[src/rtl/keypad_pkg.sv]
// Shared types and constants for the 4x4 keypad scanner.
package keypad_pkg;

    localparam int ROWS   = 4;
    localparam int COLS   = 4;
    localparam int CODE_W = 4;
    localparam int ROW_W  = 2;
    localparam int COL_W  = 2;

    // Debounce FSM states
    typedef enum logic [1:0] {
        IDLE,
        CONFIRM,
        PRESSED,
        RELEASE
    } state_e;

    // Outcome of one full four-row scan
    typedef enum logic [1:0] {
        SCAN_NONE,
        SCAN_SINGLE,
        SCAN_MULTI
    } scan_res_e;

    // Note code of a key: row index in the upper bits, column index in the lower bits
    function automatic logic [CODE_W-1:0] key_code(input logic [ROW_W-1:0] row,
                                                   input logic [COL_W-1:0] col);
        return {row, col};
    endfunction

endpackage

[src/rtl/keypad_row_scanner.sv]
// Row drive, column synchronizer and per-scan NONE/SINGLE/MULTI classification.
module keypad_row_scanner
    import keypad_pkg::*;
#(
    parameter int SCAN_DIV = 5000
) (
    input  logic              clk,
    input  logic              reset,
    input  logic              enable,
    input  logic [COLS-1:0]   col_in,
    output logic [ROWS-1:0]   row_out,
    output logic              scan_done,
    output scan_res_e         scan_res,
    output logic [CODE_W-1:0] scan_code
);

    localparam int                SLOT_W    = (SCAN_DIV > 1) ? $clog2(SCAN_DIV) : 1;
    localparam logic [SLOT_W-1:0] SLOT_LAST = SLOT_W'(SCAN_DIV - 1);
    localparam logic [ROW_W-1:0]  ROW_LAST  = ROW_W'(ROWS - 1);

    logic [COLS-1:0]   sync1_q, sync2_q;
    logic [SLOT_W-1:0] slot_q, slot_d;
    logic [ROW_W-1:0]  row_q, row_d;
    // hits_q counts intersections seen so far in this scan, saturating at 2
    logic [1:0]        hits_q, hits_d;
    logic [CODE_W-1:0] code_q, code_d;

    logic              slot_end;
    logic [COLS-1:0]   col_low;
    logic [2:0]        row_hits;
    logic [COL_W-1:0]  low_idx;
    logic [3:0]        hit_sum;
    logic [1:0]        total_hits;
    logic [CODE_W-1:0] total_code;

    // One-hot active-low row drive; all rows released while disabled
    for (genvar gi = 0; gi < ROWS; gi++) begin : g_row_drive
        assign row_out[gi] = !(enable && (row_q == ROW_W'(gi)));
    end

    // Two-flop synchronizer for the asynchronous column inputs
    always_ff @(posedge clk) begin
        if (reset) begin
            sync1_q <= '1;
            sync2_q <= '1;
        end else begin
            sync1_q <= col_in;
            sync2_q <= sync1_q;
        end
    end

    // Classify the current row sample and fold it into the running scan result
    always_comb begin
        col_low  = ~sync2_q;
        row_hits = '0;
        low_idx  = '0;
        for (int i = 0; i < COLS; i++) begin
            row_hits = row_hits + 3'(col_low[i]);
            if (col_low[i]) begin
                low_idx = COL_W'(i);
            end
        end
        hit_sum    = {2'b00, hits_q} + {1'b0, row_hits};
        total_hits = (hit_sum >= 4'd2) ? 2'd2 : hit_sum[1:0];
        total_code = ((hits_q == 2'd0) && (row_hits == 3'd1)) ? key_code(row_q, low_idx) : code_q;

        slot_end  = enable && (slot_q == SLOT_LAST);
        scan_done = slot_end && (row_q == ROW_LAST);
        scan_code = total_code;
        case (total_hits)
            2'd0:    scan_res = SCAN_NONE;
            2'd1:    scan_res = SCAN_SINGLE;
            default: scan_res = SCAN_MULTI;
        endcase
    end

    // Slot/row counters and accumulator next state
    always_comb begin
        slot_d = slot_q;
        row_d  = row_q;
        hits_d = hits_q;
        code_d = code_q;
        if (!enable) begin
            slot_d = '0;
            row_d  = '0;
            hits_d = '0;
            code_d = '0;
        end else if (slot_end) begin
            slot_d = '0;
            row_d  = row_q + 1'b1;
            if (row_q == ROW_LAST) begin
                // Scan complete: result leaves on scan_done, start fresh
                hits_d = '0;
                code_d = '0;
            end else begin
                hits_d = total_hits;
                code_d = total_code;
            end
        end else begin
            slot_d = slot_q + 1'b1;
        end
    end

    // Counter and accumulator registers
    always_ff @(posedge clk) begin
        if (reset) begin
            slot_q <= '0;
            row_q  <= '0;
            hits_q <= '0;
            code_q <= '0;
        end else begin
            slot_q <= slot_d;
            row_q  <= row_d;
            hits_q <= hits_d;
            code_q <= code_d;
        end
    end

endmodule

[src/rtl/keypad_scanner.sv]
// 4x4 keypad scanner: debounces scan results and strobes accepted key codes.
module keypad_scanner
    import keypad_pkg::*;
#(
    parameter int SCAN_DIV       = 5000,
    parameter int DEBOUNCE_SCANS = 4
) (
    input  logic              clk,
    input  logic              reset,
    input  logic              enable,
    input  logic [COLS-1:0]   col_in,
    output logic [ROWS-1:0]   row_out,
    output logic [CODE_W-1:0] keypad_data,
    output logic              keypad_enable,
    output logic              key_held
);

    localparam int               CNT_W    = (DEBOUNCE_SCANS > 0) ? $clog2(DEBOUNCE_SCANS + 1) : 1;
    localparam logic [CNT_W-1:0] CNT_ONE  = CNT_W'(1);
    localparam logic [CNT_W-1:0] CNT_LAST = CNT_W'(DEBOUNCE_SCANS);

    logic              scan_done;
    scan_res_e         scan_res;
    logic [CODE_W-1:0] scan_code;

    state_e            state_q, state_d;
    logic [CNT_W-1:0]  cnt_q, cnt_d;
    logic [CNT_W-1:0]  cnt_inc;
    logic [CODE_W-1:0] cand_q, cand_d;
    logic [CODE_W-1:0] data_q, data_d;
    logic              strobe_q, strobe_d;

    keypad_row_scanner #(
        .SCAN_DIV (SCAN_DIV)
    ) u_row_scanner (
        .clk       (clk),
        .reset     (reset),
        .enable    (enable),
        .col_in    (col_in),
        .row_out   (row_out),
        .scan_done (scan_done),
        .scan_res  (scan_res),
        .scan_code (scan_code)
    );

    // Debounce FSM: advances once per completed scan
    always_comb begin
        state_d  = state_q;
        cnt_d    = cnt_q;
        cand_d   = cand_q;
        data_d   = data_q;
        strobe_d = 1'b0;
        cnt_inc  = cnt_q + 1'b1;

        if (!enable) begin
            state_d = IDLE;
            cnt_d   = '0;
        end else if (scan_done) begin
            case (state_q)
                IDLE: begin
                    if (scan_res == SCAN_SINGLE) begin
                        cand_d = scan_code;
                        if (CNT_ONE == CNT_LAST) begin
                            state_d  = PRESSED;
                            cnt_d    = '0;
                            data_d   = scan_code;
                            strobe_d = 1'b1;
                        end else begin
                            state_d = CONFIRM;
                            cnt_d   = CNT_ONE;
                        end
                    end
                end
                CONFIRM: begin
                    if (scan_res == SCAN_SINGLE) begin
                        if (scan_code == cand_q) begin
                            if (cnt_inc == CNT_LAST) begin
                                state_d  = PRESSED;
                                cnt_d    = '0;
                                data_d   = cand_q;
                                strobe_d = 1'b1;
                            end else begin
                                cnt_d = cnt_inc;
                            end
                        end else begin
                            cand_d = scan_code;
                            cnt_d  = CNT_ONE;
                        end
                    end else begin
                        state_d = IDLE;
                        cnt_d   = '0;
                    end
                end
                PRESSED: begin
                    if (scan_res == SCAN_NONE) begin
                        // A single NONE scan already completes release when one scan suffices
                        if (CNT_ONE == CNT_LAST) begin
                            state_d = IDLE;
                            cnt_d   = '0;
                        end else begin
                            state_d = RELEASE;
                            cnt_d   = CNT_ONE;
                        end
                    end
                end
                RELEASE: begin
                    if (scan_res == SCAN_NONE) begin
                        if (cnt_inc == CNT_LAST) begin
                            state_d = IDLE;
                            cnt_d   = '0;
                        end else begin
                            cnt_d = cnt_inc;
                        end
                    end else begin
                        state_d = PRESSED;
                        cnt_d   = '0;
                    end
                end
                default: begin
                    state_d = IDLE;
                    cnt_d   = '0;
                end
            endcase
        end
    end

    // FSM state and output registers
    always_ff @(posedge clk) begin
        if (reset) begin
            state_q  <= IDLE;
            cnt_q    <= '0;
            cand_q   <= '0;
            data_q   <= '0;
            strobe_q <= 1'b0;
        end else begin
            state_q  <= state_d;
            cnt_q    <= cnt_d;
            cand_q   <= cand_d;
            data_q   <= data_d;
            strobe_q <= strobe_d;
        end
    end

    assign keypad_data   = data_q;
    assign keypad_enable = strobe_q;
    assign key_held      = (state_q == PRESSED) || (state_q == RELEASE);

endmodule

[config.mk]
export PLATFORM = sky130hd
export DESIGN_NAME = keypad_scanner
export DESIGN_NICKNAME = d
export VERILOG_FILES = /design/src/rtl/keypad_pkg.sv /design/src/rtl/keypad_row_scanner.sv /design/src/rtl/keypad_scanner.sv
export SDC_FILE = /design/constraint.sdc
export NUM_CORES = 1
export LEC_CHECK = 0
export CAP_MARGIN = 20
export CELL_PAD_IN_SITES_DETAIL_PLACEMENT = 1
export CELL_PAD_IN_SITES_GLOBAL_PLACEMENT = 2
export CORE_MARGIN = 2
export CORE_UTILIZATION = 44
export CTS_BUF_LIST = sky130_fd_sc_hd__clkbuf_2
export CTS_CLUSTER_SIZE = 25
export DETAILED_ROUTE_END_ITERATION = 16
export DONT_BUFFER_PORTS = 1
export PLACE_DENSITY_LB_ADDON = 0.1
export SYNTH_ARGS = -nofsm -noshare
export SYNTH_HDL_FRONTEND = slang
export SYNTH_SLANG_ARGS = --single-unit
[constraint.sdc]
create_clock -name clk -period 10.1 [get_ports clk]
set_clock_uncertainty 0.1 [all_clocks]
set_input_delay 2.02 -clock clk [delete_from_list [all_inputs] [get_ports clk]]
set_output_delay 2.02 -clock clk [all_outputs]
set_load 0.01 [all_outputs]
# Word-level counts from Yosys, hierarchy flattened
# Index checks and enable logic that the tools add are counted.
[totals]
ff_bits = 43
latch_bits = 0
mem_bits_rw = 0
mem_bits_ro = 0
inputBits = 7
output_inout_bits = 10
elab_cells = 97
memories = 0
[op_classes]
add_sub_neg = 7
n_mul = 0
div = 0
magnitude_cmp = 1
n_eq_ne = 19
shifts = 0
muxes = 28
n_bitwise = 6
n_reduce_logical = 25
[op_table]
columns = ["op", "n"]
rows = [
  ["$mux W2", 11],
  ["$mux W4", 5],
  ["$mux W3", 6],
  ["$reduce_and A6 Y1", 3],
  ["$add A13 B1 Y13 const B", 1],
  ["$eq A13 B13 Y1 const B", 1],
  ["$pmux W3 S4", 1],
  ["$logic_not A2 Y1", 5],
  ["$ne A3 B3 Y1 const B", 3],
  ["$eq A2 B1 Y1 const B", 4],
  ["$eq A2 B2 Y1 const B", 4],
  ["$ne A2 B2 Y1 const B", 4],
  ["$pmux W2 S4", 1],
  ["$pmux W4 S2", 1],
  ["$logic_and A1 B1 Y1", 7],
  ["$add A3 B1 Y3", 2],
  ["$reduce_or A6 Y1", 1],
  ["$not A1 Y1", 5],
  ["$add A2 B3 Y4", 1],
  ["$eq A4 B4 Y1", 1],
  ["$ge A4 B2 Y1 const B", 1],
  ["$logic_not A1 Y1", 4],
  ["$not A4 Y4", 1],
  ["$pmux W2 S2", 1],
  ["11 further kinds", 12],
]

# Longest topological paths before layout
[logic_depth]
ltp_word = 12
ltp_mapped = 13
depth_no_buf = 12

# Modules after synthesis
# From an unflattened synthesis, not the netlist that was laid out.
[unflattened]
cells_unflattened = 225
area_unflattened_um2 = 2112.0
[by_module_without_submodules]
columns = ["module", "instances", "cells_per_inst", "area_per_inst_um2"]
rows = [
  ["keypad_row_scanner", 1, 143, 1356.3],
  ["keypad_scanner", 1, 82, 755.7],
]

# Least setup slack after synthesis
# OpenSTA, ideal clock, no wires.
[synth_timing]
path_kind = "input to output"
from = "in enable"
to = "out row_out[3]"
arrival_time_ns = 2.407
required_ns = 7.980
setup_slack_ns = 5.573
stages = 2
cell_sequence = "clkbuf_1 nand2_1"
[synth_between]
elab_chain_cells = 2
[synth_rtl]
columns = ["item", "line", "source"]
rows = [
  ["from (decl)", "keypad_scanner.sv:10", "input logic enable,"],
  ["$logic_and A1 B1 Y1", "keypad_row_scanner.sv:38", "assign row_out[gi] = !(enable && (row_q == ROW_W'(gi)));"],
  ["$logic_not A1 Y1", "keypad_row_scanner.sv:38", ""],
  ["to (decl)", "keypad_scanner.sv:12", "output logic [ROWS-1:0] row_out,"],
]
# No other way between the ends.

# Worst setup path in the final report
# Same ends and word-level chain as after synthesis.

==> impl_metrics.json <==
{
  "fin_crit_sh": 0.4229,
  "hp-class": "reg -> reg",
  "num_antenna_cells": 0,
  "slew_headroom": 0.6321,
  "worst_pin_slew_ps": 546.8,
  "cellLeakagePower_nw": 0.9247,
  "vias_per_cell": 5.447,
  "die-area_mm2": 0.005686,
  "drtIter0Drc": 93,
  "cp_cell_sequence": "nand2_1",
  "r2r_slack_ps": 6360,
  "final_util": 0.4855,
  "seq_area_um2": 860.8,
  "synthCells": 246,
  "hpwlAfterDp_mm": 3.789,
  "whs_ps": 334.9,
  "cts_buffers": 5,
  "drv_cap": 0,
  "grt_pass1_vias": 1746,
  "tritoncts": "yes",
  "synth_area_mm2": 0.002243,
  "cts_max_level": 2,
  "gp_congestion": 0.8331,
  "post_cts_buffers": 0,
  "port_buffers": 0,
  "arrival_ps": 2150,
  "crit_path_max_fanout": 9,
  "pin_count": 17,
  "grt_pass1_wl_mm": 8.342,
  "die_x_um": 75.41,
  "pwr_density_cell_mw_per_mm2": 114.2,
  "setup-violations-final": 0,
  "cts_hold_buf": 0,
  "grt_max_degree": 23,
  "clock_latency_ps": 400,
  "overflow": 0,
  "antenna_found_initial": 0,
  "async_flop_share": 0,
  "ant_nets": 0,
  "required_ps": 7980,
  "initial_utilization": 0.4657,
  "ctsLongestPathBuffers": 2,
  "fin_tns_setup_ps": 0,
  "drv_slew": 0,
  "nFillCells": 594,
  "die_h_um": 75.41,
  "slowest_stage": "nand2_1",
  "fmaxAchievable_ghz": 0.2341,
  "synthFlopType": "dfxtp_1",
  "nets": 267,
  "critical-path-top-delay-family": "simple AND/OR/NAND/NOR gates",
  "path_class": "in -> out",
  "multi_input_area_mm2": 0.001308,
  "syn_area_per_cell_um2": 9.120,
  "synth_warnings": 0,
  "drcViolationCount": 0,
  "cts_root_buf": "clkbuf_2",
  "ys_seq_elements": 43,
  "track_usage": 0.1927,
  "finalCriticalPeriod_ps": 4271,
  "dr.pass1.iters": 4,
  "cpPeakStageDelay_ps": 130,
  "rsz0062_at_grt": "no",
  "vdd_drop_max_mv": 0.07001,
  "seq_area_frac_synth": 0.3837,
  "cts_sinks": 43,
  "syn2layout_area_growth_pct": 4.239,
  "route.vias.total": 1705,
  "drive_above_1_share": 0.09756,
  "status": "completed",
  "crit_path_end_kind": "primary output",
  "critPathBufInv": 0,
  "fp-row-count": 25,
  "design.core.area_mm2": 0.004817,
  "post_cts_resized": 0,
  "finalWirelength_mm": 4.967,
  "critPathLaunchType": "input pin",
  "p_total_w": 0.0002672,
  "synth_edf_count": 0,
  "syn_nets": 267,
  "synth.distinct_cells": 42,
  "report.final.hold_viol_count": 0,
  "clk_pin_slew_ps": 180,
  "wl_per_cell_um": 15.87
}
==> placed cells by master (no fill, tap or decap), types with 5 or more instances in the layout <==
cell	Yosys	layout
nor2_1	26	26
clkbuf_2	0	5
nand2b_1	15	15
xor2_1	6	6
mux2i_1	11	11
ha_1	12	12
inv_1	12	12
and3_1	11	11
or2_2	10	10
nand2_1	12	12
a21oi_1	8	8
dfxtp_1	43	43
xnor2_1	13	13
nand3_1	6	6
==> area by class of cell <==
cell class / count / area share
sequential: 43 / 0.3681
clock buffer: 5 / 0.01070
inverter: 12 / 0.01926
tap: 67 / 0.03585
multi-input combinational: 183 / 0.5591
timing repair buffer: 1 / 0.003210
clock inverter: 2 / 0.003745
==> state kept, by name, indices dropped and copies added (netlist names) <==
name,flops
keypad_enable,1
u_row_scanner.hits_q,2
u_row_scanner.row_q,2
u_row_scanner.code_q,4
u_row_scanner.sync1_q,4
cnt_q,3
u_row_scanner.slot_q,13
state_q,2
cand_q,4
keypad_data,4
u_row_scanner.sync2_q,4
==> cell families after synthesis <==
| group | count (synthesis) | share of synthesized area |
|---|---|---|
| mux | 11 | 0.04908 |
| compound gates | 35 | 0.1115 |
| flops | 43 | 0.3837 |
| xor+xnor | 19 | 0.07418 |
| buf+inv | 20 | 0.03346 |
| fa+ha+maj | 14 | 0.08477 |
| simple gates | 104 | 0.2632 |
==> path summary, 6_finish.rpt <==
path,startpoint,endpoint,cells after the start
worst max-delay path,enable,row_out[3],1
worst min-delay path,u_row_scanner.sync1_q[0],u_row_scanner.sync2_q[0],1
worst max register to register,u_row_scanner.sync2_q[1],cand_q[0],12
worst min register to register,u_row_scanner.sync1_q[0],u_row_scanner.sync2_q[0],1
==> layer usage <==
| metal | part of all wire | global-route usage | vias to the layer above |
|---|---|---|---|
| met4 | 0.012 | 0.05848 | 0 |
| met3 | 0.026 | 0.04497 | 8 |
| met5 | 0 | 0 | - |
| met1 | 0.47 | 0.2539 | 833 |
| li1 | - | - | 843 |
| met2 | 0.49 | 0.3150 | 21 |
==> cell usage after synthesis (2+ instances only) <==
cell type,instances,area (um^2)
o21ai_0,4,20.02
nor4_1,2,12.51
a21o_1,2,15.01
o211ai_1,3,22.52
nand4_1,3,18.77
nand3_1,6,30.03
mux2i_1,11,110.1
a22oi_1,4,30.03
nand2b_1,15,93.84
xnor2_1,13,113.9
nor2b_1,3,18.77
nand2_1,12,45.04
or2_2,10,62.56
a211oi_1,4,30.03
a21oi_1,8,40.04
nor3b_1,2,15.01
and2_1,3,18.77
dfxtp_1,43,860.8
ha_1,12,150.1
inv_1,12,45.04
fa_1,2,40.04
nor3_1,2,10.01
nor2_1,26,97.59
a31oi_1,4,25.02
and3_1,11,68.82
xor2_1,6,52.55
clkbuf_1,8,30.03
==> metrics by stage <==
stage / instances / worst slack [ps] / area, um^2
finish: 313 / 5829 / 2338
global route: 313 / 5820 / 2338
CTS: 313 / 5818 / 2338
detailed placement: 306 / 5818 / 2305
global placement: 306 / 5821 / 2305
floorplan: 246 / 5573 / 2243
==> report_power, final <==
group	internal [W]	switching [W]	leakage, nW
Sequential	0.000172	0.00000108	0.348
Clock	0.0000147	0.0000543	0.0262
Combinational	0.00000964	0.0000155	0.550
Power figures use the tool's default switching activity.
